[config.mk]
export PLATFORM = sky130hd
export DESIGN_NAME = uart_tx_port
export DESIGN_NICKNAME = d
export VERILOG_FILES = /design/src/rtl/coffee_io_pkg.sv /design/src/rtl/sync_fifo.sv /design/src/rtl/uart_tx_port.sv
export SDC_FILE = /design/constraint.sdc
export NUM_CORES = 1
export LEC_CHECK = 0
export CAP_MARGIN = 20
export CORE_ASPECT_RATIO = 2
export CORE_MARGIN = 2
export CORE_UTILIZATION = 44
export CTS_BUF_LIST = sky130_fd_sc_hd__clkbuf_4 sky130_fd_sc_hd__clkbuf_8
export CTS_CLUSTER_SIZE = 40
export DETAILED_ROUTE_END_ITERATION = 8
export PLACE_DENSITY_LB_ADDON = 0.05
export SLEW_MARGIN = 5
export SYNTH_ARGS = -nofsm -noshare
export SYNTH_HDL_FRONTEND = slang
export SYNTH_SLANG_ARGS = --single-unit
[constraint.sdc]
create_clock -name clock -period 3.1 [get_ports clock]
set_clock_uncertainty 0.05 [all_clocks]
set_input_delay 0.62 -clock clock [delete_from_list [all_inputs] [get_ports clock]]
set_output_delay 0.62 -clock clock [all_outputs]
set_load 0.1 [all_outputs]
[src/rtl/coffee_io_pkg.sv]
// Shared definitions for the coffee I/O peripherals: UART transmit FSM
// encoding, default bus addresses and the status-word layout.
package coffee_io_pkg;

  typedef enum logic [1:0] {
    ST_IDLE  = 2'd0,
    ST_START = 2'd1,
    ST_DATA  = 2'd2,
    ST_STOP  = 2'd3
  } tx_state_t;

  localparam logic [15:0] DEFAULT_ADDR_DATA = 16'hFFFE;
  localparam logic [15:0] DEFAULT_ADDR_STAT = 16'hFFFD;
  localparam int          STAT_CLR_OVF_BIT  = 3;

  function automatic logic [31:0] pack_status(input logic overflow, input logic full,
                                              input logic empty, input logic busy);
    return {28'b0, overflow, full, empty, busy};
  endfunction

endpackage

[src/rtl/sync_fifo.sv]
// Single-clock FIFO with an occupancy counter; the head entry is readable
// combinationally so a pop can capture it on the same edge.
module sync_fifo #(
  parameter int WIDTH = 8,
  parameter int DEPTH = 8
) (
  input  logic                       clk,
  input  logic                       srst,
  input  logic                       push,
  input  logic                       pop,
  input  logic [WIDTH-1:0]           din,
  output logic [WIDTH-1:0]           dout,
  output logic                       full,
  output logic                       empty,
  output logic [$clog2(DEPTH+1)-1:0] count
);

  localparam int AW = $clog2(DEPTH);
  localparam int CW = $clog2(DEPTH + 1);

  logic [WIDTH-1:0] mem [DEPTH];
  logic [AW-1:0]    wr_ptr_reg;
  logic [AW-1:0]    rd_ptr_reg;
  logic [CW-1:0]    count_reg;
  logic             do_push;
  logic             do_pop;

  assign full  = (count_reg == CW'(DEPTH));
  assign empty = (count_reg == '0);
  assign count = count_reg;
  assign dout  = mem[rd_ptr_reg];

  // A push into a full FIFO is still taken when the same cycle frees a slot.
  assign do_pop  = pop && !empty;
  assign do_push = push && (!full || do_pop);

  always_ff @(posedge clk) begin
    if (do_push) begin
      mem[wr_ptr_reg] <= din;
    end
  end

  always_ff @(posedge clk) begin
    if (srst) begin
      wr_ptr_reg <= '0;
      rd_ptr_reg <= '0;
      count_reg  <= '0;
    end else begin
      if (do_push) begin
        wr_ptr_reg <= wr_ptr_reg + 1'b1;
      end
      if (do_pop) begin
        rd_ptr_reg <= rd_ptr_reg + 1'b1;
      end
      case ({do_push, do_pop})
        2'b10:   count_reg <= count_reg + 1'b1;
        2'b01:   count_reg <= count_reg - 1'b1;
        default: count_reg <= count_reg;
      endcase
    end
  end

endmodule

[src/rtl/uart_tx_port.sv]
// Memory-mapped 8N1 UART transmitter: bus writes queue bytes in a FIFO and a
// four-state FSM serialises them LSB first.
module uart_tx_port
  import coffee_io_pkg::*;
#(
  parameter int          CLKS_PER_BIT = 434,
  parameter int          FIFO_DEPTH   = 8,
  parameter logic [15:0] ADDR_DATA    = DEFAULT_ADDR_DATA,
  parameter logic [15:0] ADDR_STAT    = DEFAULT_ADDR_STAT
) (
  input  logic        clock,
  input  logic        rst,
  input  logic [15:0] address,
  input  logic [31:0] data,
  input  logic        wren,
  output logic [31:0] status,
  output logic        tx,
  output logic        busy
);

  localparam logic [15:0] BAUD_LAST = 16'(CLKS_PER_BIT - 1);

  tx_state_t   state_reg;
  logic        tx_reg;
  logic [15:0] baud_reg;
  logic [2:0]  bit_idx_reg;
  logic [7:0]  shift_reg;
  logic        line_busy_reg;
  logic        overflow_reg;

  logic        wr_data;
  logic        clr_ovf;
  logic        push;
  logic        pop;
  logic [7:0]  fifo_dout;
  logic        fifo_full;
  logic        fifo_empty;
  logic [$clog2(FIFO_DEPTH+1)-1:0] unused_fifo_count;
  logic        unused_data_hi;

  assign wr_data        = wren && (address == ADDR_DATA);
  assign clr_ovf        = wren && (address == ADDR_STAT) && data[STAT_CLR_OVF_BIT];
  assign push           = wr_data && !rst;
  assign pop            = (state_reg == ST_IDLE) && !fifo_empty;
  assign unused_data_hi = ^data[31:8];

  sync_fifo #(
    .WIDTH (8),
    .DEPTH (FIFO_DEPTH)
  ) u_fifo (
    .clk   (clock),
    .srst  (rst),
    .push  (push),
    .pop   (pop),
    .din   (data[7:0]),
    .dout  (fifo_dout),
    .full  (fifo_full),
    .empty (fifo_empty),
    .count (unused_fifo_count)
  );

  // tx lags the state by one edge, so line_busy_reg keeps busy up through the
  // final stop-bit cycle after the FSM has already returned to IDLE.
  assign busy   = (state_reg != ST_IDLE) || line_busy_reg || !fifo_empty;
  assign tx     = tx_reg;
  assign status = pack_status(overflow_reg, fifo_full, fifo_empty, busy);

  always_ff @(posedge clock) begin
    if (rst) begin
      state_reg     <= ST_IDLE;
      tx_reg        <= 1'b1;
      baud_reg      <= '0;
      bit_idx_reg   <= '0;
      shift_reg     <= '0;
      line_busy_reg <= 1'b0;
      overflow_reg  <= 1'b0;
    end else begin
      line_busy_reg <= (state_reg != ST_IDLE);

      if (wr_data && fifo_full && !pop) begin
        overflow_reg <= 1'b1;
      end else if (clr_ovf) begin
        overflow_reg <= 1'b0;
      end

      case (state_reg)
        ST_IDLE: begin
          tx_reg      <= 1'b1;
          baud_reg    <= '0;
          bit_idx_reg <= '0;
          if (!fifo_empty) begin
            shift_reg <= fifo_dout;
            state_reg <= ST_START;
          end
        end
        ST_START: begin
          tx_reg <= 1'b0;
          if (baud_reg == BAUD_LAST) begin
            baud_reg  <= '0;
            state_reg <= ST_DATA;
          end else begin
            baud_reg <= baud_reg + 16'd1;
          end
        end
        ST_DATA: begin
          tx_reg <= shift_reg[bit_idx_reg];
          if (baud_reg == BAUD_LAST) begin
            baud_reg <= '0;
            if (bit_idx_reg == 3'd7) begin
              bit_idx_reg <= '0;
              state_reg   <= ST_STOP;
            end else begin
              bit_idx_reg <= bit_idx_reg + 3'd1;
            end
          end else begin
            baud_reg <= baud_reg + 16'd1;
          end
        end
        ST_STOP: begin
          tx_reg <= 1'b1;
          if (baud_reg == BAUD_LAST) begin
            baud_reg  <= '0;
            state_reg <= ST_IDLE;
          end else begin
            baud_reg <= baud_reg + 16'd1;
          end
        end
        default: begin
          state_reg <= ST_IDLE;
          tx_reg    <= 1'b1;
        end
      endcase
    end
  end

endmodule

==> results of run 1 <==
-- worst max-delay path, cell delays in order --
cell and delay, ns:
clkdlybuf4s50_1 0.46, nand4_1 0.10, or4_4 0.55, nor3_4 0.19, nand2_2 0.08, ha_1 0.20, buf_4 0.14, nor4bb_1 0.29
nand2_1 0.09, o21a_1 0.12, o21a_1 0.16, o21a_1 0.17
-- Yosys cell counts, drive strengths merged --
| library cell | instances |
|---|---|
| edfxtp | 64 |
| dfxtp | 42 |
| nor2 | 37 |
| buf | 35 |
| mux4 | 18 |
| ha | 14 |
| nand2 | 14 |
| xor2 | 14 |
| a21oi | 11 |
| mux2i | 11 |
| nand3 | 11 |
| clkbuf | 10 |
| a211oi | 8 |
| o21ai | 8 |
| or3 | 7 |
| inv | 6 |
| nand4 | 6 |
| nor3 | 6 |
| nor4bb | 4 |
| xnor2 | 4 |
| and2 | 3 |
| nor4 | 3 |
| o21a | 3 |
| and3 | 2 |
| and4 | 2 |
| nand2b | 2 |
| a21boi | 1 |
| and3b | 1 |
| conb | 1 |
| mux2 | 1 |
| nand3b | 1 |
| nand4b | 1 |
| nor2b | 1 |
| nor3b | 1 |
| nor4b | 1 |
| o211ai | 1 |
| o311a | 1 |
| o31ai | 1 |
| o41ai | 1 |
| or2 | 1 |
| or4 | 1 |
-- metrics by stage --
stage          std cells  hold WS [ns]  setup WS (ns)  area [um2]
5_1_grt              549        0.4549       0.008982        5389
2_1_floorplan        387        0.3914        0.03344        4813
6_report             549        0.4309         0.1606        5389
3_5_place_dp         533        0.4236        -0.3840        5170
3_3_place_gp         533        0.4094        -0.3744        5170
4_1_cts              549        0.4389        0.02341        5376
-- cell families (layout without fill, tap and decap cells) --
group | count (synthesis) | count (layout) | synth area share, %
AO/OA/AOI/OAI | 35 | 35 | 4.652
XOR/XNOR | 18 | 18 | 3.349
adder cells (fa/ha/maj) | 14 | 14 | 3.721
buffers and inverters | 51 | 76 | 6.672
flip-flops | 106 | 106 | 58.69
multiplexers | 30 | 30 | 11.19
other | 1 | 28 | 0.07967
AND/OR/NAND/NOR | 105 | 105 | 11.64
-- what timing repair did --
| item | CTS | global route |
|---|---|---|
| setup endpoints to repair | 0 | 2 |
| hold buffers | 0 | 0 |
| endpoints found under the hold margin | 0 | 0 |
| resized for setup | 0 | 3 |
-- worst max path at each step --
stage                                   to  cells after the start
after global routing       u_fifo.count[3]                     12
after floorplan           u_fifo.mem[0][0]                      4
after global placement     u_fifo.count[3]                     12
after CTS                  u_fifo.count[2]                     12
after detailed placement   u_fifo.count[2]                     12
final                      u_fifo.count[3]                     12
-- per-layer routing --
metal	global-route usage, %	part of all wire (%)	vias to the layer above	wire length, um
li1	-	-	1363	-
met1	16.76	35	1349	3133
met2	33.65	62	31	5522
met3	2.338	1.7	13	156
met4	6.696	1.8	0	165
met5	0	0	-	0
-- report_power, final --
part	switching [W]	internal (W)	leakage, nW
registers	0.0000134	0.00151	0.913
clock network	0.000501	0.000389	0.104
logic	0.000478	0.000123	0.803
-- final cells by class --
type,count,area (um2)
multi-input cells,230,1755
fillers,954,5089
inverters,6,22.52
clock inverters,7,82.58
clock buffers,9,123.9
repair buffers,54,470.5
flip-flops and latches,106,2763
well taps,137,171.4
==> results.md, run 1 <==
* Mapped Avg Cell Area at 13.08 um2
* I/O Pins at 85
* # port buffers at 32
* Cells on Worst Hold Path at 2
* Pleak at 1.821 nW
* Slew headroom at 52.84%
* # Max-Cap Violations at 0
* Most common cell after layout, fill and taps aside: edfxtp_1
* RSZ-0062 raised after global routing: false
* Post-DRT Antenna Nets at 0
* Antenna violations before repair at 0
* CP Capture Type: flop
* RR Endpoint: u_fifo.count[3]
* Synth warn at 0
* CTS Buf Count at 9
* Vias in the first global route at 2745
* Synthesized instance count at 360
* Slew Viols, Final at 0
* Hold Path Class: flop to flop
* Iteration-0 DRC Markers at 109
* Grt total ovfl at 0
* Cell taking the most area after synthesis: edfxtp_1
* Clock Latency Late Sink at 0.37 ns
* Share of the synthesized area in the top cell type at 40.83%
* Critical hold path startpoint: overflow_reg
* Final Wtd Congestion at 0.7768
* Max reg flops at 64
* Remaining DRCs at 0
* Cell variety after synth at 44
* Layout Utilization at 51.43%
* H-tree lvl count at 3
* Post CTS Setup Buffer Count at 0
* Clock Tree Buf Depth at 2
* Total power at 0.003016 W
* Starting Density at 44.92%
* Vias per cell at 5.020
* Final Critical Period at 2.939 ns
* TritonRoute pass-1 iters at 4
* HPWL after DPL at 6.642 mm
* Worst Tran Pin Value at 0.7065 ns
* Vias at 2756
* FF-to-FF path depth at 13
* Die Height at 150.3 um
* Crit path from: address[12]
* Sequential cell area fraction in the yosys report at 58.69%
* CTS Root Cell: clkbuf_8
* Clock sinks at 106
* Setup_tns at 0 ns
* Routed WL per cell at 16.35 um
* R2r startpoint: state_reg[1]
* Maximum VDD drop at 0.4907 mV
* Clock transition at the registers of the reported paths at 0.10 ns
* Core ar. at 10480 um2
* Fin crit share at 94.82%
* Die area at 11590 um2
* Final setup fails at 0
* CP Launch Type: primary input
* CP Class: primary input to flop
* CTS tree: yes
* Most frequent cells in the layout: edfxtp_1 (64), dfxtp_1 (42), nor2_1 (37)
* Final hold vios at 0
* Synth top area cells: edfxtp_1 (41%), dfxtp_1 (18%), mux4_2 (8.6%), buf_4 (5.1%), ha_1 (3.7%)
* Cell Pwr Density at 559.7 nW/um2
* Total track usage at 16.74%
* Final nets at 472
* Synthesized cell area at 4707 um2
* Crit-path max FO at 3
* Die X at 77.14 um
* Worst EP required at 3.33 ns
* Hold path endpoint: overflow_reg
* Yosys reg bits at 106
* Fmax at 0.3402 GHz
* Outcome: finished, final reports clean
* Largest net degree at the start of global routing at 27
* Area Growth Syn to Fin at 14.49%
* CP arrival at 3.17 ns
* Antenna diode count at 0
* Worst R2R Setup Slack at 0.48 ns
* Layout cell share with drive strength beyond 1 at 16.99%
* Final WL at 8.978 mm
* Row Count at 53
* First-pass GRT wire length at 14.39 mm
Note: power is estimated with default switching activity, not from simulation.
==> inputs of run 2 (changes only) <==
CAP_MARGIN = not set   (was 20)
HOLD_SLACK_MARGIN = 0.15   (was not set)
RECOVER_POWER = 100   (was not set)
==> results.md, run 2 (synthesis results as in run 1) <==
* Pre-CTS setup slack at -0.3840 ns (unchanged)
* Slew Viols, Final at 0 (unchanged)
* Most frequent CP cell: o21a_1 (unchanged)
* Iteration-0 DRC Markers at 102 (was 109)
* Worst R2R Setup Slack at 0.44 ns (was 0.48 ns)
* Slowest stage delay, CP at 0.55 ns (about the same)
* Final hold vios at 0 (unchanged)
* Routed WL per cell at 16.26 um (was 16.35 um)
* Antenna violations before repair at 0 (unchanged)
* Post-cts gate resize count at 0 (unchanged)
* FF-to-FF path depth at 12 (was 13)
* Slew headroom at 21.25% (was 52.84%)
* Clock Tree Buf Depth at 2 (unchanged)
* CTS Buf Count at 9 (unchanged)
* Final WL at 8.928 mm (was 8.978 mm)
* First-pass GRT wire length at 14.39 mm (unchanged)
* Crit-path max FO at 3 (unchanged)
* Post CTS Setup Buffer Count at 0 (unchanged)
* Starting Density at 44.92% (unchanged)
* Cells on Worst Hold Path at 2 (unchanged)
* Core ar. at 10480 um2 (unchanged)
* Vias in the first global route at 2745 (unchanged)
* CTS Root Cell: clkbuf_8 (unchanged)
* Die X at 77.14 um (unchanged)
* Area Growth Syn to Fin at 13.16% (was 14.49%)
* Final Critical Period at 2.935 ns (was 2.939 ns)
* CTS tree: yes (unchanged)
* Clock Latency Late Sink at 0.37 ns (about the same)
* Final nets at 472 (unchanged)
* Critical hold path startpoint: overflow_reg (unchanged)
* Die Height at 150.3 um (unchanged)
* RR Endpoint: u_fifo.count[3] (unchanged)
* H-tree lvl count at 3 (unchanged)
* Final Wtd Congestion at 0.7768 (unchanged)
* Die area at 11590 um2 (unchanged)
* Most common cell after layout, fill and taps aside: edfxtp_1 (unchanged)
* I/O Pins at 85 (unchanged)
* Row Count at 53 (unchanged)
* R2r startpoint: state_reg[1] (unchanged)
* CP arrival at 3.16 ns (was 3.17 ns)
* Worst EP required at 3.33 ns (about the same)
* Crit-path leading delay family: simple AND/OR/NAND/NOR gates (unchanged)
* Cell Pwr Density at 560.9 nW/um2 (was 559.7 nW/um2)
* Setup WS post-layout at 0.1650 ns (was 0.1606 ns)
* Final setup fails at 0 (unchanged)
* Layout cell share with drive strength beyond 1 at 14.81% (was 16.99%)
* Largest net degree at the start of global routing at 27 (unchanged)
* # Max-Cap Violations at 0 (unchanged)
* Fmax at 0.3407 GHz (was 0.3402 GHz)
* Most frequent cells in the layout: edfxtp_1 (64), dfxtp_1 (42), nor2_1 (37) (unchanged)
* Total track usage at 16.74% (unchanged)
* CP Class: primary input to flop (unchanged)
* Hold Path Class: flop to flop (unchanged)
* Maximum VDD drop at 0.4292 mV (was 0.4907 mV)
* Hold path endpoint: overflow_reg (unchanged)
* CP Cell Sequence: clkdlybuf4s50_1 -> nand4_1 -> or4_4 -> nor3_4 -> nand2_2 -> ha_1 -> buf_4 -> nor4bb_1 -> nand2_1 -> o21a_1 -> o21a_1 -> o21a_1 (unchanged)
* Pleak at 1.783 nW (was 1.821 nW)
* Vias at 2760 (was 2756)
* Placed Area at 5170 um2 (unchanged)
* Hold Buf Count CTS at 0 (unchanged)
* Vias per cell at 5.027 (was 5.020)
* Post-route cell area at 5326 um2 (was 5389 um2)
* Buf+Inv Stages, Crit Path at 2 (unchanged)
* CP Launch Type: primary input (unchanged)
* Post-DRT Antenna Nets at 0 (unchanged)
* Outcome: finished, final reports clean (unchanged)
* Remaining DRCs at 0 (unchanged)
* Clock sinks at 106 (unchanged)
* Fin crit share at 94.68% (was 94.82%)
* Worst path slowest cell: or4_4 (unchanged)
* Clock transition at the registers of the reported paths at 0.10 ns (about the same)
* # port buffers at 32 (unchanged)
* Worst Tran Pin Value at 1.186 ns (was 0.7065 ns)
* Antenna diode count at 0 (unchanged)
* HPWL after DPL at 6.642 mm (unchanged)
* RSZ-0062 raised after global routing: false (unchanged)
* Grt total ovfl at 0 (unchanged)
* Max reg flops at 64 (unchanged)
* CP Capture Type: flop (unchanged)
* TritonRoute pass-1 iters at 4 (unchanged)
==> run 2: worst register-to-register path, cell delays in order, from the launching register on <==
cell      delay (ns)
dfxtp_1         0.36
inv_1           0.11
ha_1            0.23
clkbuf_1        0.23
nor2b_1         0.27
ha_1            0.22
buf_4           0.12
buf_4           0.10
nor4bb_1        0.27
a21oi_1         0.08
o21a_1          0.19
o21a_1          0.16
o21a_1          0.17
==> run 2: how the worst max path moves through the flow <==
stage	cells past startpoint	from	to	slack, ns
global placement	12	wren	u_fifo.count[3]	-0.37
detailed placement	12	address[12]	u_fifo.count[2]	-0.38
global route	12	address[10]	u_fifo.count[3]	0.01
finish	12	address[12]	u_fifo.count[3]	0.16
floorplan	4	wren	u_fifo.mem[0][0]	0.03
CTS	12	address[12]	u_fifo.count[2]	0.02
==> run 2: area by class of cell <==
type                            count  area [um2]
Multi-Input combinational cell    230        1750
Tap cell                          137       171.4
Sequential cell                   106        2763
Clock buffer                        9       123.9
Fill cell                         968        5151
Clock inverter                      7       82.58
Inverter                            6       22.52
Timing Repair Buffer               54       412.9
==> run 2: stage by stage <==
stage | std cells | hold WS (ns) | power (W) | TNS [ns] | utilization, %
floorplan | 387 | 0.3914 | 0.002066 | 0 | -
global placement | 533 | 0.4094 | 0.002162 | -0.7764 | 49.34
detailed placement | 533 | 0.4236 | 0.002164 | -1.074 | 49.34
CTS | 549 | 0.4389 | 0.003060 | 0 | 51.31
global route | 549 | 0.4606 | 0.003106 | 0 | 50.84
finish | 549 | 0.4334 | 0.002988 | 0 | 50.84
==> run 2: metal layers <==
layer / vias up / GRT usage (%) / share of wire, %
met2: 34 / 33.65 / 61
li1: 1363 / - / -
met3: 12 / 2.338 / 2.0
met1: 1351 / 16.76 / 34
met5: - / 0 / 0
met4: 0 / 6.696 / 2.2
==> run 2: power by group <==
| part | switching [W] | internal, W |
|---|---|---|
| sequential | 0.0000133 | 0.00151 |
| clock | 0.000500 | 0.000389 |
| combinational | 0.000477 | 0.0000961 |
| total | 0.000991 | 0.00200 |
==> inputs of run 3 (changes only) <==
SYNTH_HIERARCHICAL = 1   (was not set)
==> results.md, run 3 <==
* Area Growth Syn to Fin at 9.201% (was 13.16%)
* Final nets at 495 (was 472)
* CP Class: primary input to flop (unchanged)
* Clock sinks at 109 (was 106)
* Worst Tran Pin Value at 1.176 ns (was 1.186 ns)
* Post-DRT Antenna Nets at 0 (unchanged)
* First-pass GRT wire length at 15.25 mm (was 14.39 mm)
* Starting Density at 44.58% (was 44.92%)
* Die X at 80.53 um (was 77.14 um)
* Synth top area cells: edfxtp_1 (37%), dfxtp_1 (17%), mux4_1 (5.1%), buf_4 (4.7%), ha_1 (3.2%) (was edfxtp_1 (41%), dfxtp_1 (18%), mux4_2 (8.6%), buf_4 (5.1%), ha_1 (3.7%))
* Hold Buf Count CTS at 0 (unchanged)
* Iteration-0 DRC Markers at 146 (was 102)
* Sequential cell area fraction in the yosys report at 54.77% (was 58.69%)
* CTS Buf Count at 9 (unchanged)
* Antenna violations before repair at 0 (unchanged)
* Final WL at 9.686 mm (was 8.928 mm)
* Layout Utilization at 48.68% (was 50.84%)
* Vias in the first global route at 2959 (was 2745)
* Post-synth EDFFs at 64 (unchanged)
* RSZ-0062 raised after global routing: false (unchanged)
* Pre-CTS setup slack at 0.01502 ns (was -0.3840 ns)
* Cell Pwr Density at 523.1 nW/um2 (was 560.9 nW/um2)
* Synthesized instance count at 392 (was 360)
* Setup WS post-layout at 0.2343 ns (was 0.1650 ns)
* TritonRoute pass-1 iters at 4 (unchanged)
* Post CTS Setup Buffer Count at 0 (unchanged)
* Max reg flops at 64 (unchanged)
* Final Critical Period at 2.866 ns (was 2.935 ns)
* Clock Tree Buf Depth at 2 (unchanged)
* Row Count at 56 (was 53)
* Clock transition at the registers of the reported paths at 0.10 ns (about the same)
* Most common cell in the synthesized netlist: edfxtp_1 (unchanged)
* Die area at 12650 um2 (was 11590 um2)
* Mapped Avg Cell Area at 13.15 um2 (was 13.08 um2)
* Total track usage at 16.30% (was 16.74%)
* Largest net degree at the start of global routing at 28 (was 27)
* Fin crit share at 92.44% (was 94.68%)
* Routed WL per cell at 16.70 um (was 16.26 um)
* Final Non-Filler Cells at 580 (was 549)
* Most frequent cells in the layout: edfxtp_1 (64), dfxtp_1 (45), conb_1 (28) (was edfxtp_1 (64), dfxtp_1 (42), nor2_1 (37))
* # port buffers at 32 (unchanged)
* Total power at 0.002944 W (was 0.002988 W)
* Fmax at 0.3490 GHz (was 0.3407 GHz)
* Vias at 2967 (was 2760)
* Crit-path max FO at 11 (was 3)
* Share of the synthesized area in the top cell type at 37.29% (was 40.83%)
* I/O Pins at 85 (unchanged)
* Slew Viols, Final at 0 (unchanged)
* Maximum VDD drop at 0.3085 mV (was 0.4292 mV)
* Die Height at 157.1 um (was 150.3 um)
* Synth warn at 6 (was 0)
* Final hold vios at 0 (unchanged)
* HPWL after DPL at 6.710 mm (was 6.642 mm)
* Worst R2R Setup Slack at 0.29 ns (was 0.44 ns)
* Post-synthesis async set-or-reset flop share at 0% (unchanged)
* Most common cell after layout, fill and taps aside: edfxtp_1 (unchanged)
* Outcome: finished, final reports clean (unchanged)
* Slew headroom at 21.96% (was 21.25%)
* Grt total ovfl at 0 (unchanged)
* Synthesized cell area at 5154 um2 (was 4707 um2)
* Cell variety after synth at 61 (was 44)
* Worst EP required at 3.33 ns (about the same)
* Pleak at 1.915 nW (was 1.783 nW)
* Remaining DRCs at 0 (unchanged)
* Antenna diode count at 0 (unchanged)
* CTS Root Cell: clkbuf_8 (unchanged)
* Synth top cells by count: edfxtp_1 (64), dfxtp_1 (45), buf_4 (32) (was edfxtp_1 (64), dfxtp_1 (42), nor2_1 (37))
* CP arrival at 3.10 ns (was 3.16 ns)
* Vias per cell at 5.116 (was 5.027)
* Cells after DPL at 564 (was 533)
* Clock Latency Late Sink at 0.37 ns (about the same)
* Final setup fails at 0 (unchanged)
* Yosys reg bits at 109 (was 106)
* H-tree lvl count at 3 (unchanged)
* CTS tree: yes (unchanged)
* Cell taking the most area after synthesis: edfxtp_1 (unchanged)
* # Max-Cap Violations at 0 (unchanged)
* CP Launch Type: primary input (unchanged)
* CP Capture Type: flop (unchanged)
* Setup_tns at 0 ns (unchanged)
* Hold Path Class: flop to flop (unchanged)
* Layout cell share with drive strength beyond 1 at 16.09% (was 14.81%)
* Synth Flop Type: edfxtp_1 (unchanged)
* Final Wtd Congestion at 0.8181 (was 0.7768)
* Core ar. at 11560 um2 (was 10480 um2)
## run 3: cell types whose count changed after synthesis, sizes merged, moves of 3 or more
| cell | before | now |
|---|---|---|
| nand2 | 14 | 25 |
| a21oi | 11 | 18 |
| mux2 | 1 | 8 |
| a211oi | 8 | 2 |
| buf | 35 | 41 |
| mux2i | 11 | 5 |
| o211ai | 1 | 7 |
| clkbuf | 10 | 6 |
| inv | 6 | 10 |
| nand2b | 2 | 6 |
| and4 | 2 | 5 |
| dfxtp | 42 | 45 |
| o21a | 3 | 0 |
## run 3: power breakdown
group / switching, W / internal [W] / leakage, nW / total, W
clock: 0.000505 / 0.000310 / 0.0921 / 0.000815
combinational: 0.000465 / 0.000102 / 0.886 / 0.000566
sequential: 0.0000152 / 0.00155 / 0.937 / 0.00156
## run 3: path summary, 6_finish.rpt
path,depth (start not counted),startpoint,to
worst max register to register,9,u_fifo/count[0],u_fifo/mem[0][1]
worst min register to register,2,shift_reg[6],shift_reg[6]
worst max-delay path,9,address[10],u_fifo/count[1]
worst min-delay path,2,shift_reg[6],shift_reg[6]
## run 3: per-layer routing
metal  global-route usage (%)  wire, um  vias up
met2                    26.59      5045       37
met3                    3.154       200        6
met1                    21.62      4319     1460
li1                         -         -     1464
met5                        0         0        -
met4                    5.569       121        0
## run 3: kinds of logic (layout without fill, tap and decap cells)
logic type | after synthesis | count (layout) | synth area share (%)
fa+ha+maj | 14 | 14 | 3.545
simple gates | 118 | 118 | 13.84
buf+inv | 58 | 74 | 7.842
mux | 30 | 30 | 10.88
compound gates | 44 | 44 | 5.997
flops | 109 | 109 | 54.77
xor+xnor | 18 | 18 | 3.059
other cells | 1 | 28 | 0.07276
## run 3: area by class of cell
type                    count  area, um2
clock buffers               9      123.9
repair buffers             47      387.9
inverters                  11      42.54
fillers                  1082       5933
flip-flops and latches    109       2823
multi-input cells         252       2009
well taps                 145      181.4
clock inverters             7      60.06
## run 3: stage by stage
stage	hold WS, ns	instance area [um2]
after global placement	0.3964	5518
after detailed placement	0.3998	5518
after global routing	0.4290	5628
after floorplan	0.3831	5256
after CTS	0.4146	5702
final	0.4099	5628
## run 3: critical path, cell delays in order
cell and delay, ns:
clkdlybuf4s50_1 0.47, nand4_1 0.09, nor2_1 0.20, and4_1 0.24, clkbuf_1 0.43, xnor2_1 0.13, a211oi_1 0.58, nor2_1 0.10
a211oi_1 0.24
## run 3: timing repair
action / in CTS / in global routing
endpoints found under the hold margin: 0 / 0
resized for setup: 0 / 2
endpoints found under the setup margin: 0 / 1
